<file path="src/rtl/lfsr_core.sv">
// lfsr_core: Fibonacci LFSR driven by an externally supplied tap mask.
// Streams the register MSB one bit per valid/ready handshake, counts steps
// since the last seed load, flags the all-zero lock state and measures the
// sequence period as the number of steps taken to come back to the seed.
module lfsr_core #(
    parameter int REG_SIZE = 8,
    parameter int CNT_W    = 16
) (
    input  logic                clk,
    input  logic                reset,
    input  logic [REG_SIZE-1:0] taps,
    input  logic [REG_SIZE-1:0] seed,
    input  logic                seed_load,
    input  logic                enable,
    input  logic                out_ready,
    output logic                out_bit,
    output logic                out_valid,
    output logic [REG_SIZE-1:0] state,
    output logic                lockup,
    output logic [CNT_W-1:0]    step_count,
    output logic [CNT_W-1:0]    period,
    output logic                period_hit
);

    // IDLE: nothing loaded yet; RUN: stepping allowed; LOCK: stuck at zero.
    typedef enum logic [1:0] {
        IDLE = 2'd0,
        RUN  = 2'd1,
        LOCK = 2'd2
    } fsm_t;

    localparam logic [CNT_W-1:0]    CNT_ONE    = CNT_W'(1);
    localparam logic [REG_SIZE-1:0] STATE_ZERO = '0;

    fsm_t                fsm;
    logic [REG_SIZE-1:0] seed_copy;
    logic [REG_SIZE-1:0] next_state;
    logic                feedback;
    logic                step;
    logic [CNT_W-1:0]    step_count_inc;

    // Feedback, next register value and handshake qualification.
    // NOTE: every signal driven here gets a value on every path (no if without
    // else), so no latch can be inferred.
    always_comb begin
        feedback       = ^(state & taps);
        next_state     = {state[REG_SIZE-2:0], feedback};
        step_count_inc = step_count + CNT_ONE;
        step           = (fsm == RUN) && enable && out_ready && !seed_load;
    end

    // Stream outputs: the bit offered is always the current MSB.
    always_comb begin
        out_bit   = state[REG_SIZE-1];
        out_valid = (fsm == RUN) && enable;
        lockup    = (fsm == LOCK);
    end

    // LFSR register, seed copy, counters and control FSM.
    // NOTE: non-blocking assignments throughout, so every right-hand side sees
    // the pre-edge values and the order of statements does not matter.
    always_ff @(posedge clk or negedge reset) begin
        if (!reset) begin
            fsm        <= IDLE;
            state      <= '0;
            seed_copy  <= '0;
            step_count <= '0;
            period     <= '0;
            period_hit <= 1'b0;
        end else if (seed_load) begin
            // A seed load wins over a simultaneous handshake; that step is lost.
            state      <= seed;
            seed_copy  <= seed;
            step_count <= '0;
            period_hit <= 1'b0;
            fsm        <= (seed != STATE_ZERO) ? RUN : LOCK;
        end else if (step) begin
            state      <= next_state;
            step_count <= step_count_inc;
            if (next_state == seed_copy) begin
                // Counter keeps running; period captures the step that closed the loop.
                period     <= step_count_inc;
                period_hit <= 1'b1;
            end else begin
                period_hit <= 1'b0;
            end
            if (next_state == STATE_ZERO) begin
                fsm <= LOCK;
            end
        end else begin
            period_hit <= 1'b0;
        end
    end

endmodule

</file>
<file path="config.mk">
export PLATFORM = sky130hd
export DESIGN_NAME = lfsr_core
export DESIGN_NICKNAME = d
export VERILOG_FILES = /design/src/rtl/lfsr_core.sv
export SDC_FILE = /design/constraint.sdc
export NUM_CORES = 1
export LEC_CHECK = 0
export CAP_MARGIN = 10
export CORE_ASPECT_RATIO = 0.5
export CORE_MARGIN = 4
export CORE_UTILIZATION = 44
export DETAILED_ROUTE_END_ITERATION = 12
export GPL_TIMING_DRIVEN = 0
export PLACE_DENSITY = 0.86
export SLEW_MARGIN = 20
export SYNTH_ARGS = -nofsm -noshare
export SYNTH_HDL_FRONTEND = slang
export SYNTH_SLANG_ARGS = --single-unit
</file>
<file path="constraint.sdc">
create_clock -name clk -period 2.25 [get_ports clk]
set_input_delay 0.45 -clock clk [delete_from_list [all_inputs] [get_ports clk]]
set_output_delay 0.45 -clock clk [all_outputs]
set_load 0.05 [all_outputs]
</file>
**Yosys cells after proc, flatten, opt, wreduce, memory -nomap -nowiden**

Index checks and enable logic that the tools add are counted.

- Register bits: 51
- Input bits: 21
- Output and inout bits: 44
- Word-level logic and storage cells: 34

- Add/sub/neg operators: 1
- Eq/ne operators: 3
- Muxes and demuxes: 11
- Bitwise logic cells: 2
- Reductions and logical operators: 11

Operators by type and width:

| kind | number |
|---|---|
| 16-bit 2-to-1 mux | 2 |
| 16-bit by 1-bit adder with 16-bit output, second input constant | 1 |
| 8-bit 2-to-1 mux | 2 |
| 8-bit AND | 1 |
| 8-bit equality test | 1 |
| 8-bit zero test | 1 |
| 2-bit 2-to-1 mux | 4 |
| 8-bit nonzero test | 1 |
| 8-bit XOR reduction | 1 |
| 2-bit nonzero test | 2 |
| 1-bit logical AND | 3 |
| 1-bit 2-to-1 mux | 3 |
| 3-bit AND reduction | 1 |
| 2-bit by 1-bit equality test with 1-bit output, second input constant | 1 |
| 2-bit equality test, second input constant | 1 |
| 2-bit AND reduction | 1 |
| 1-bit zero test | 1 |
| 1-bit NOT | 1 |

**Longest topological paths before layout**

- Depth in word-level cells: 6
- Mapped depth: 8
- Gate-level depth less buffers: 6

**Worst setup path before layout**

No wires, ideal clock.

- Path type: register to register
- Start: register state[4]
- End: register period[13]
- Library setup time: 0.125 ns
- Arrival: 2.353 ns
- Required time: 2.125 ns
- Setup slack: -0.228 ns
- Cell stages (with the launch flop): 8
- Buffers on the path: 1
- Period minus slack after synthesis: 2.478 ns
- Cell sequence: dfrtp_1 > nand2_1 > xnor2_2 > xnor2_1 > xnor2_2 > mux2i_4 > buf_6 > mux2_4

- Cells in the longest elaborated chain, start to end: 4

RTL lines:

| item | line | text |
|---|---|---|
| from (decl) | 18 | `output logic [REG_SIZE-1:0] state,` |
| from (signal assigned) | 78 | `state <= next_state;` |
| 8-bit AND | 46 | `feedback = ^(state & taps);` |
| 8-bit XOR reduction | 46 |  |
| 8-bit equality test (*) | 80 | `if (next_state == seed_copy) begin` |
| 3-bit AND reduction (no source line) (*) | n/a |  |
| to (signal assigned) | 82 | `period <= step_count_inc;` |
| to (decl) | 21 | `output logic [CNT_W-1:0] period,` |

Mark *: on every way between the ends. The rest lies on a longest branch, timed or not.
A chain may end at the register's enable or synchronous reset.

**Worst setup path in the final report**

- Start: register state[6]
- End: register period[15]

Same word-level chain as after synthesis.

==> run metrics <==
worst path cell trace=nand2_2 -> xnor2_4 -> xnor2_2 -> xnor2_2 -> mux2i_4 -> buf_8 -> buf_6 -> mux2_4; first-pass GRT wire length=11,200 µm; Final Non-Filler Cells=416; Final Hold Fails=0; Max Fanout on Critical Path=6; largest net degree at the start of global routing=32; DR iter-0 viols=87; fin crit period=2.17 ns; Yosys cell types=34; Vias=2,183; top cells by area, synth=dfrtp_1, xnor2_1, xor2_1, mux2_4, nand2_1; DR pass1 iterations=4; max_cap viols=0; design area=3730 µm²; initial core utilization=0.466; Multi-input gate area=1310 µm²; most area-hungry cell type in the Yosys netlist=dfrtp_1; Post-Synthesis Net Count=278; clock tree buffer depth=2; Clock Latency Late Sink=0.29 ns; Core ar.=5610 µm²; n_diodes=0; final WL=6690 µm; io pins=65; Slowest-stage cell, CP=dfrtp_2; die height=62.5 µm; CP Launch Type=register; Tcrit/Tclk final=0.963; CTS tree=done; crit path kind=reg -> reg; initial antenna violation count=0; R2R cell count=8; Synth top area share=0.488; Routed Antenna Nets=0; dpl cell area=3370 µm²; Tot Pwr=2.23 mW; sequential area share after synthesis=0.488; hold_buf cts=0; Crit. End Element=register; Placed Instances=393; clk slew on worst S/H paths=0.07 ns; most frequent CP cell=xnor2_2; Worst-Margin Slew=0.738 ns; vias per cell=5.25; share of layout cells above drive strength 1=0.201; vias in the first global route=2,279; Area Overhead vs Synth=42.6%; Hold Path Class=in -> async; Worst R2R Start=state[6]; Rel. slew slack=0.508; storage element area=1290 µm²; flop2flop setup slack=0.08 ns; die area=7320 µm²; Core Rows=19; fmax=461 MHz; global placement routability congestion=0.812; Num CTS Buffers=5; Setup violations, final=0; max incr delay on CP=0.43 ns; hpwl dp=4750 µm; clk sinks=51; Synth warnings=0; delay-heaviest family, CP=multiplexers; Die Width=117 µm; Pleak=1.64 nW; reg2reg end=period[15]; number of synthesized register bits=51; Crit path required time=2.42 ns; Max Slew Vio Count=0; post-synthesis cell count=256; syn_area_per_cell=10.2 µm²; Max IR drop VDD=0.000420 V; clock skew=0.00633 ns; run status=finished clean; clock root buffer=clkbuf_16; CP arrival=2.34 ns; fin nets=364; CP Buf/Inv Count=2; fillers=426; GRT Resource Usage Total=0.193; cell area after synthesis=2620 µm²; drt drc=0; Port Buffer Count=63; GRT overflow=0; WL/cell=16.1 µm; pwr dens=598 nW/µm²; H-tree Lvls=2
registers in the layout (all words and copies together) (netlist names):
signal	cells
state	8
step_count	16
fsm	2
period	16
seed_copy	8
period_hit	1
per-layer routing:
layer | vias up | share of wire | global-route usage
met3 | 11 | 0.056 | 0.0397
met2 | 73 | 0.51 | 0.319
met4 | 0 | 0.013 | 0.0601
met1 | 1060 | 0.42 | 0.254
met5 | - | 0 | 0
li1 | 1039 | - | -
metrics by stage:
stage | hold slack (ns) | worst slack [ns] | util | TNS, ns
after CTS | 0.252 | 0.00202 | 0.651 | 0
after global routing | 0.294 | -0.00581 | 0.665 | -0.00581
after floorplan | 0.154 | -0.0301 | - | -0.241
after detailed placement | 0.498 | -0.649 | 0.601 | -12.92
final | 0.223 | 0.0824 | 0.665 | 0
after global placement | 0.490 | -0.866 | 0.597 | -47.13
worst register-to-register path: stages, from the launching register on:
cell	delay, ns
dfrtp_2	0.43
nand2_2	0.11
xnor2_4	0.15
xnor2_2	0.16
xnor2_2	0.30
mux2i_4	0.34
buf_8	0.14
buf_6	0.12
mux2_4	0.30
how the worst max path moves through the flow:
stage,cells past startpoint,slack [ns],endpoint,from
global route,6,-0.006,state[6],out_ready
global placement,1,-0.87,state[5],reset
detailed placement,8,-0.65,period[4],taps[7]
floorplan,7,-0.03,period[13],state[3]
CTS,8,0.002,period[15],state[0]
finish,8,0.08,period[15],state[6]
cells in the final DEF (no fill, tap or decap), types with 5 or more instances in the layout:
cell and instances:
clkdlybuf4s50_1 53, dfrtp_1 43, nand2_1 25, o21ai_0 22, nor2_1 18, xnor2_1 17, buf_4 16, inv_1 14
xor2_1 13, mux2i_1 9, dlygate4sd2_1 9, mux2_4 8, a21oi_1 8, dfrtp_2 8, clkbuf_1 7, nand2_2 7
or3_1 7, nand4_1 6, mux2_2 6, clkbuf_16 5
power breakdown:
group / switching, mW / internal, mW / leakage (nW)
logic: 0.244 / 0.199 / 0.900
clock network: 0.318 / 0.474 / 0.0772
registers: 0.0432 / 0.953 / 0.659
total: 0.605 / 1.63 / 1.64
synth_stat cells (all sizes together):
cell type / count
nor2: 19
nand2: 32
nor3: 4
and3: 2
mux2i: 10
a41oi: 1
nand2b: 1
a22oi: 1
and4b: 1
o21ai: 22
dfrtp: 51
or3: 7
ha: 1
a21oi: 8
and3b: 1
nand3: 4
nand4: 6
and2: 2
mux2: 14
xnor2: 22
clkbuf: 8
or4: 1
buf: 3
a211o: 1
inv: 14
a22o: 1
nor4: 4
xor2: 15
kinds of logic after synthesis:
family | synth area share
AO/OA/AOI/OAI | 0.0708
XOR/XNOR | 0.130
adder cells (fa/ha/maj) | 0.00478
buffers and inverters | 0.0402
flip-flops | 0.488
multiplexers | 0.115
AND/OR/NAND/NOR | 0.152
cell type report:
cell class,count,area share
plain buffers,9,0.0131
clock buffers,8,0.0419
inverters,14,0.0141
multi-input cells,180,0.352
flip-flops and latches,51,0.345
well taps,73,0.0245
repair buffers,81,0.209
repair_timing:
action	CTS	global route
pin swaps	10	4
gates resized for setup	25	6
buffers inserted	10	7
endpoints found under the setup margin	18	17
No activity file was read; power rests on OpenSTA's default activity.
